==> src/rtl/ring_tap_sweeper.sv <==
// Tapped ring oscillator sweep sequencer: settles, gates and counts divided oscillator edges per tap.
// Optional RING_SWEEP_LOOP_EN: restart from tap_first after the last tap while `loop` is high.
module ring_tap_sweeper #(
  parameter int CNT_W  = 16,
  parameter int GATE_W = 12,
  parameter int SETTLE = 16
) (
  input  logic              clk,
  input  logic              rst,
  input  logic              start,
  input  logic              abort,
  input  logic              loop,
  input  logic [2:0]        tap_first,
  input  logic [2:0]        tap_last,
  input  logic [GATE_W-1:0] gate_len,
  input  logic              osc_div,
  output logic              ring_ena,
  output logic [2:0]        tap,
  output logic              busy,
  output logic              result_valid,
  output logic [2:0]        result_tap,
  output logic [CNT_W-1:0]  result_count,
  output logic              result_ovf,
  output logic              done
);

  localparam int SET_W = (SETTLE > 1) ? $clog2(SETTLE) : 1;

  typedef enum logic [1:0] {S_IDLE, S_SETTLE, S_MEASURE, S_REPORT} state_t;

  state_t              state_q, state_d;
  logic                sync1_q, sync1_d, sync2_q, sync2_d, prev_q, prev_d;
  logic [SET_W-1:0]    settle_q, settle_d;
  logic [GATE_W-1:0]   gate_q, gate_d;
  logic [GATE_W-1:0]   glen_q, glen_d;
  logic [CNT_W-1:0]    cnt_q, cnt_d, cnt_nx;
  logic                ovf_q, ovf_d, ovf_nx;
  logic [2:0]          first_q, first_d, last_q, last_d;
  logic                ring_ena_q, ring_ena_d, busy_q, busy_d;
  logic [2:0]          tap_q, tap_d;
  logic                rv_q, rv_d, done_q, done_d;
  logic [2:0]          rtap_q, rtap_d;
  logic [CNT_W-1:0]    rcnt_q, rcnt_d;
  logic                rovf_q, rovf_d;
  logic                edge_pulse;

`ifndef RING_SWEEP_LOOP_EN
  logic loop_unused;
  assign loop_unused = loop;
`endif

  always_comb begin
    state_d  = state_q;
    sync1_d  = osc_div;
    sync2_d  = sync1_q;
    prev_d   = sync2_q;
    settle_d = settle_q;
    gate_d   = gate_q;
    glen_d   = glen_q;
    cnt_d    = cnt_q;
    ovf_d    = ovf_q;
    first_d  = first_q;
    last_d   = last_q;
    tap_d    = tap_q;
    rv_d     = 1'b0;
    done_d   = 1'b0;
    rtap_d   = rtap_q;
    rcnt_d   = rcnt_q;
    rovf_d   = rovf_q;

    edge_pulse = sync2_q & ~prev_q;
    cnt_nx     = cnt_q;
    ovf_nx     = ovf_q;
    if (state_q == S_MEASURE && edge_pulse) begin
      if (&cnt_q) ovf_nx = 1'b1;
      else        cnt_nx = cnt_q + 1'b1;
    end

    case (state_q)
      S_IDLE: begin
        if (start && !abort) begin
          first_d  = tap_first;
          last_d   = tap_last;
          glen_d   = gate_len;
          tap_d    = tap_first;
          settle_d = SET_W'(SETTLE - 1);
          state_d  = S_SETTLE;
        end
      end
      S_SETTLE: begin
        if (settle_q == '0) begin
          state_d = S_MEASURE;
          cnt_d   = '0;
          ovf_d   = 1'b0;
          // gate_len of 0 wraps to all-ones, giving the full 2^GATE_W window
          gate_d  = glen_q - 1'b1;
        end else begin
          settle_d = settle_q - 1'b1;
        end
      end
      S_MEASURE: begin
        cnt_d = cnt_nx;
        ovf_d = ovf_nx;
        if (gate_q == '0) begin
          state_d = S_REPORT;
          rv_d    = 1'b1;
          done_d  = (tap_q == last_q);
          rtap_d  = tap_q;
          rcnt_d  = cnt_nx;
          rovf_d  = ovf_nx;
        end else begin
          gate_d = gate_q - 1'b1;
        end
      end
      default: begin
        settle_d = SET_W'(SETTLE - 1);
        if (tap_q == last_q) begin
`ifdef RING_SWEEP_LOOP_EN
          if (loop) begin
            state_d = S_SETTLE;
            tap_d   = first_q;
            glen_d  = gate_len;
          end else begin
            state_d = S_IDLE;
          end
`else
          state_d = S_IDLE;
`endif
        end else begin
          tap_d   = tap_q + 3'd1;
          state_d = S_SETTLE;
        end
      end
    endcase

    // Abort overrides everything, including a result that would load this edge
    if (abort && state_q != S_IDLE) begin
      state_d = S_IDLE;
      rv_d    = 1'b0;
      done_d  = 1'b0;
      rtap_d  = rtap_q;
      rcnt_d  = rcnt_q;
      rovf_d  = rovf_q;
    end

    ring_ena_d = (state_d != S_IDLE);
    busy_d     = (state_d != S_IDLE);
  end

  always_ff @(posedge clk) begin
    if (rst) begin
      state_q    <= S_IDLE;
      sync1_q    <= 1'b0;
      sync2_q    <= 1'b0;
      prev_q     <= 1'b0;
      settle_q   <= '0;
      gate_q     <= '0;
      glen_q     <= '0;
      cnt_q      <= '0;
      ovf_q      <= 1'b0;
      first_q    <= '0;
      last_q     <= '0;
      tap_q      <= '0;
      ring_ena_q <= 1'b0;
      busy_q     <= 1'b0;
      rv_q       <= 1'b0;
      done_q     <= 1'b0;
      rtap_q     <= '0;
      rcnt_q     <= '0;
      rovf_q     <= 1'b0;
    end else begin
      state_q    <= state_d;
      sync1_q    <= sync1_d;
      sync2_q    <= sync2_d;
      prev_q     <= prev_d;
      settle_q   <= settle_d;
      gate_q     <= gate_d;
      glen_q     <= glen_d;
      cnt_q      <= cnt_d;
      ovf_q      <= ovf_d;
      first_q    <= first_d;
      last_q     <= last_d;
      tap_q      <= tap_d;
      ring_ena_q <= ring_ena_d;
      busy_q     <= busy_d;
      rv_q       <= rv_d;
      done_q     <= done_d;
      rtap_q     <= rtap_d;
      rcnt_q     <= rcnt_d;
      rovf_q     <= rovf_d;
    end
  end

  assign ring_ena     = ring_ena_q;
  assign tap          = tap_q;
  assign busy         = busy_q;
  assign result_valid = rv_q;
  assign result_tap   = rtap_q;
  assign result_count = rcnt_q;
  assign result_ovf   = rovf_q;
  assign done         = done_q;

endmodule

==> config.mk <==
export PLATFORM = sky130hd
export DESIGN_NAME = ring_tap_sweeper
export DESIGN_NICKNAME = d
export VERILOG_FILES = /design/src/rtl/ring_tap_sweeper.sv
export SDC_FILE = /design/constraint.sdc
export NUM_CORES = 1
export LEC_CHECK = 0
export CORE_AREA = 4 4 96 98
export DETAILED_ROUTE_END_ITERATION = 10
export DIE_AREA = 0 0 100 102
export PLACE_DENSITY = 0.71
export SLEW_MARGIN = 5
export SYNTH_ARGS = -nofsm -noshare
export SYNTH_HDL_FRONTEND = slang
export SYNTH_SLANG_ARGS = --single-unit
==> constraint.sdc <==
create_clock -name clk -period 3.5 [get_ports clk]
set_input_delay 0.7 -clock clk [delete_from_list [all_inputs] [get_ports clk]]
set_output_delay 0.7 -clock clk [all_outputs]
set_load 0.005 [all_outputs]
[Word-level counts from Yosys, hierarchy flattened]
Cells that the tools add are included.
Operators by class
  add/subtract/negate cells: 5
  eq/ne operators: 8
  muxes and demuxes: 24
  bitwise gates (word level): 6
  reductions and logical operators: 20
Operators with widths (count)
  2-to-1 mux 16 bit: 3
  case mux 16 bit (2 select lines): 1
  2-to-1 mux 12 bit: 2
  case mux 12 bit (2 select lines): 1
  subtractor 12 x 1 -> 12 bit, second input constant: 2
  adder 16 x 1 -> 16 bit, second input constant: 1
  AND reduction 16 bit: 1
  zero test 12 bit: 1
  case mux 4 bit (3 select lines): 1
  AND reduction 3 bit: 4
  2-to-1 mux 2 bit: 4
  2-to-1 mux 4 bit: 2
  inequality test 2 bit, second input constant: 4
  2-to-1 mux 3 bit: 2
  case mux 2 bit (3 select lines): 1
  case mux 3 bit (2 select lines): 1
  nonzero test 2 bit: 3
  2-to-1 mux 1 bit: 5
  inverter 1 bit: 5
  zero test 4 bit: 1
  AND reduction 2 bit: 2
  OR reduction 4 bit: 1
  subtractor 4 x 1 -> 4 bit, second input constant: 1
  adder 3 x 1 -> 3 bit, second input constant: 1
  11 further kinds: 13
Word-level totals
  register bits after elaboration: 79
  output and inout port bits: 27

[Logic depth before layout (Yosys ltp)]
  depth after elaboration: 6
  mapped depth: 11
  mapped depth without buffers: 8

[Worst setup path before layout]
Ideal clock, no wire load.
  path kind: reg2reg
  start point: reg state_q[0]
  end point: reg gate_q[10]
  data arrival time: 2.670 ns
  data required time: 3.378 ns
  path slack: 0.708 ns
  cell stages (with the launch flop): 12
  path buffers: 3
  period minus slack after synthesis: 2.792 ns
  cell sequence: dfxtp_1 -> inv_1 -> ha_1 -> buf_4 -> buf_2 -> buf_1 -> mux2i_1 -> ha_1 -> o21ai_0 -> nor3_1 -> a2111oi_0 -> a311o_1
On the way
  longest elaborated chain between the ends: 3
  elaborated cells on any way between the ends: 7
  those cells by class: 4 x eq/ne; 1 x mux; 2 x reduce/logical
RTL lines
  start: declaration: RTL line 31  | state_t state_q, state_d;
  start signal: assignment: RTL line 172  | state_q <= state_d;
  equality test 2 x 1 -> 1 bit / equality test 2 bit (equally long branches): RTL line 79  | case (state_q)
  inequality test 2 bit (no source line) / nonzero test 2 bit (equally long branches)
  AND reduction 3 bit (no source line)
  end signal: assignment: RTL line 177  | gate_q <= gate_d;
  end: declaration: RTL line 34  | logic [GATE_W-1:0] gate_q, gate_d;
Parallel ways exist; a longest one is shown, timed or not.
A chain may end at the register's enable or synchronous reset.

[Final worst setup path]
Ends and elaborated chain as after synthesis.

==> summary.md <==
| Metric | Value |
|---|---|
| Routed via count | between 3000 and 4000 |
| Max-Cap Viols | 0 |
| Clock root buffer master | clkbuf_8 |
| Post-placement worst setup slack | 0.462 ns |
| Die H | between 100 and 150 microns |
| Core footprint | between 8000 and 9000 sq um |
| WL met3 | between 400 and 500 microns |
| P per Cell Area | approximately 530 nW/um^2 |
| Routed WL per cell | roughly 15 microns |
| DRT Pass-1 Iters | 4 |
| YS warnings | 0 |
| CP arrival | roughly 3.3 ns |
| Buffers on Ports | 49 |
| Die W | around 100 microns |
| Top cells by area, synth | dfxtp_1 39%, nand2_1 6.7%, a21oi_1 5.8% |
| Largest net degree at the start of global routing | 64 |
| Hold Crit Class | reg2reg |
| Vias in the first global route | 3387 |
| Distinct cell type count after synthesis | 60 |
| Fillers | around 780 |
| Final Total Pwr | roughly 2.5 mW |
| CP endpoint kind | register |
| Routed wl met2 | about 4600 microns |
| Design area | 4770 sq um |
| Part of the cycle the worst path needs | between 80% and 90% |
| Antenna fix cells | 0 |
| Num CTS Buffers | 9 |
| Post-synth top area share | 39.1% |
| Die area | roughly 10000 sq um |
| Crit path time final | just over 3 ns |
| Synth Cell Area | 4040 sq um |
| Layout cells sized above 1 | 6.02% |
| Syn_nets | 538 |
| Hold Fails Final Rpt | 0 |
| Worst Path Required | around 3.7 ns |
| Hold Buf Count CTS | 0 |
| #FFs+latches synth | around 80 |
| Vias per cell | roughly 5.7 |
| Maximum VDD drop | approximately 0.35 mV |
| Post-CTS Setup Bufs | 0 |
| GPL Wtd Cong | 0.910 |
| Leakage | between 1.5 and 2 nW |
| Wirelength, routed | roughly 9700 microns |
| Final Skew | 0.0120 ns |
| Post-DP Area | 4590 sq um |
| Async set-or-reset flop fraction in the synthesized netlist | 0% |
| Nets | approximately 580 |
| Max Clk Rate | 0.326 GHz |
| Post-synth EDFFs | 0 |
| Top layer in use | met4 |
| # rows | 34 |
| Initial antenna violation count | 0 |
| Area delta synth->final | 17.9% |
| GRT Total Usage | a little under a fifth |
| RSZ-0062 raised after global routing | no |
| Total negative slack | 0 ns |
| Rel. slew slack | between 40% and 50% |
| DP HPWL | a little under 7000 microns |
| Iter 0 DRT Violations | around 160 |
| Post-CTS Resized | 0 |
| Synth Flop Type | dfxtp_1 |
| First-pass GRT wire length | approximately 16000 microns |
| CP max FO | 22 |
| Slew @ Worst Pin | 0.867 ns |
| Clock latency at the later pin of the worst-skew pair | 0.36 ns |
| Sequential cell area | between 1500 and 2000 sq um |
| Congestion Overflow GR | 0 |
| H-tree depth | 3 |
| # clock sinks | 79 |
| Most frequent cells after synthesis | 79 x dfxtp_1, 72 x nand2_1, 47 x a21oi_1 |
| Cell with the most instances after synthesis | dfxtp_1 |
| Syn_area_per_cell | around 8.0 sq um |
| Post-route ant nets | 0 |
| Seq/Total Area, Yosys | just under 40% |
| Slew Viols, Final | 0 |
| Post-Synthesis Cells | 505 |
| Longest Clk Path Bufs | 2 |
| Outcome | finished clean |
| Util after Layout | roughly 56% |
| DR DRC count | 0 |
| Met1 WL | about 4500 microns |
| CTS tree | done |
| Startpoint types | register |
| Cell taking the most area after synthesis | dfxtp_1 |
| Setup violators final | 0 |
| CTS clock-pin slew for the worst setup and hold paths | ~0.08 ns |
| Io pins | between 50 and 60 |
| Worst Setup Slack, final | 0.435 ns |
| Initial Util | between 40 and 50% |
| Multi-input gate area | 2290 sq um |
| Setup Crit Path Kind | reg2reg |
-- stage by stage --
| step | hold slack (ns) | instances |
|---|---|---|
| after floorplan | 0.414 | 505 |
| after global placement | 0.422 | 640 |
| after detailed placement | 0.430 | 640 |
| after CTS | 0.447 | 656 |
| after global routing | 0.456 | 656 |
| final | 0.440 | 656 |
-- state kept, by name (all words and copies together), names as in the netlist --
name	count
result_count	16
prev_q	1
ovf_q	1
result_tap	3
tap	3
result_valid	1
state_q	2
glen_q	12
cnt_q	16
prev_d	1
settle_q	4
sync1_q	1
result_ovf	1
busy	1
last_q	3
done	1
gate_q	12
-- placed cells by master (no fill, tap or decap), types with 6 or more instances in the layout --
cell type / count
a21oi_1: 47
dfxtp_1: 79
o21ai_1: 7
ha_1: 9
clkbuf_8: 11
clkdlybuf4s50_1: 48
o21ai_0: 15
xnor2_1: 12
a211oi_1: 13
buf_4: 7
nand2_1: 72
inv_1: 12
nor3_1: 18
mux2i_1: 12
nand4_1: 9
a31oi_1: 12
nor2_1: 46
and3_1: 6
nand3_1: 14
-- critical path, stage by stage (launching register included) --
cell	delay (ns)
dfxtp_1	0.34
inv_1	0.13
ha_1	0.67
mux2i_1	0.33
ha_1	0.25
o21ai_0	0.25
nor3_1	0.44
a2111oi_0	0.19
a311o_1	0.35
-- path summary, 6_finish.rpt --
check / from / endpoint / slack [ns] / cells after the start
worst max-delay path: state_q[0] / gate_q[10] / 0.43 / 8
worst min-delay path: sync1_q / prev_d / 0.44 / 1
worst max register to register: state_q[0] / gate_q[10] / 0.43 / 8
worst min register to register: sync1_q / prev_d / 0.44 / 1
-- metal layers --
layer	global-route usage, %	vias to the layer above
met5	0	-
met3	3.48	15
met1	24.0	1754
met2	32.2	91
li1	-	1903
met4	7.15	0
-- report_power, final --
group | leakage (nW) | switching, mW | total (mW) | internal (mW)
Clock | 0.0894 | 0.332 | 0.627 | 0.295
Sequential | 0.642 | 0.105 | 1.11 | 1.01
Combinational | 0.907 | 0.429 | 0.767 | 0.338
-- cell type report --
type / instances / area share [%]
repair buffers: 56 / 11.3
clock inverters: 3 / 0.368
well taps: 108 / 2.84
multi-input cells: 384 / 48.0
inverters: 13 / 1.02
clock buffers: 13 / 3.33
flip-flops and latches: 79 / 33.2
-- cell families (layout without fill, tap and decap cells) --
logic type | Yosys count | in the layout | synth area share, %
flops | 79 | 79 | 39.1
xor+xnor | 15 | 15 | 3.25
simple gates | 212 | 212 | 25.8
compound gates | 132 | 132 | 20.6
mux | 16 | 16 | 4.09
fa+ha+maj | 9 | 9 | 2.79
buf+inv | 42 | 85 | 4.36
(Power assumes the default switching activity.)
==> variant: new RTL, same settings <==
Re-encode `state_t` (4 states) as one-hot, 4 bits wide.
--- a/src/rtl/ring_tap_sweeper.sv
+++ b/src/rtl/ring_tap_sweeper.sv
@@ -26,7 +26,7 @@
 
   localparam int SET_W = (SETTLE > 1) ? $clog2(SETTLE) : 1;
 
-  typedef enum logic [1:0] {S_IDLE, S_SETTLE, S_MEASURE, S_REPORT} state_t;
+  typedef enum logic [3:0] {S_IDLE = 4'b0001, S_SETTLE = 4'b0010, S_MEASURE = 4'b0100, S_REPORT = 4'b1000} state_t;
 
   state_t              state_q, state_d;
   logic                sync1_q, sync1_d, sync2_q, sync2_d, prev_q, prev_d;
Formal check against the unedited RTL: same outputs for any inputs over 10 cycles, from zero or initial values and one cycle with rst high; not proved beyond that.
==> variant against the original RTL <==
Highest routed layer unchanged. Utilization up 1.9 points. Routed wire length grew 8.0%. Power hardly changed. Die area unchanged. Design area grew 3.3%. Combinational power fell by 25%. Worst setup slack worse by 51 ps. Sequential cell count grew 2. Non-clock buffer count decreased by 3. Synthesized area increased by 3.1%. Largest cell class unchanged. Clock power increased by 33%. Critical path type unchanged. Count of clock-buffer cells in the layout down 4.
==> variant: results (changes against the original RTL) <==
startpoint of the lowest-slack register-to-register path=state_q[1]; number of iterations in the first detailed-routing pass=5 (+1); footprint of the flip-flops and latches=1622 um^2 (+2.5%); weighted congestion reported at the end of routability-driven placement=0.9118 (+0.24%); met2 routing resource usage after global routing=34.22% (+2.1 points); data arrival time of the critical path=3340 ps (+30 ps); metal3 WL=619 um (+35%); vias per cell=6.026 (+5.0%); share of total power in the clock network=33.3% (+8.3 points); distinct cell type count of the synthesized netlist=61 (+1.7%); signal buffers share of area=10.47% (-0.82 points); switching component of the power=776.9 uW (-10%); outcome=completed; critical path fanouts, max=6 (-73%); final standard cell count with taps included and fillers excluded=663 (+1.1%); via count of the first global-routing pass=3541 (+4.5%); count of fill cells added during filler insertion=798 (+2.7%); minimum hold slack=435.2 ps (-4.801 ps); layout net count=579 (+0.52%); pin slew with the least headroom to its limit=840.7 ps (-26.42 ps); invs w/o clock=3 (-10); Iteration-0 DRC Markers=325 (+110%); Leakage Power=1.669 nW (+1.9%); met1 Usage GRT=27.73% (+3.8 points); Clock Skews=13.94 ps (+1.918 ps); most instantiated cells after synthesis=81 x dfxtp_1, 81 x nand2_1, 57 x a21oi_1; maximum single-stage delay on the critical path=530 ps (-140 ps); layout buffer count excluding clock buffers=53 (-5.4%); crit path max-delay cell type=nor4b_4; Mapped Nets=547 (+1.7%)
variant: cell types whose count changed after synthesis, moves of 8 or more:
| cell | delta |
|---|---|
| nor4_1 | +9 |
| nand2_1 | +9 |
| mux2i_1 | -8 |
| clkbuf_1 | +9 |
| a21oi_1 | +10 |
| inv_1 | -9 |
variant: cell families after synthesis:
logic type | synth area share, %
AND/OR/NAND/NOR | 29.58
buffers and inverters | 3.634
multiplexers | 2.042
flip-flops | 38.92
adder cells (fa/ha/maj) | 1.201
XOR/XNOR | 3.363
AO/OA/AOI/OAI | 21.26
variant: worst max-delay path by stage:
stage | start | to | slack, ps | cells past startpoint
2_1_floorplan | state_q[1] | gate_q[10] | 170 | 10
3_3_place_gp | state_q[1] | gate_q[10] | 530 | 8
3_5_place_dp | state_q[1] | gate_q[10] | 390 | 8
4_1_cts | state_q[1] | gate_q[10] | 350 | 8
5_1_grt | state_q[1] | gate_q[10] | 210 | 8
6_report | state_q[1] | gate_q[10] | 380 | 8
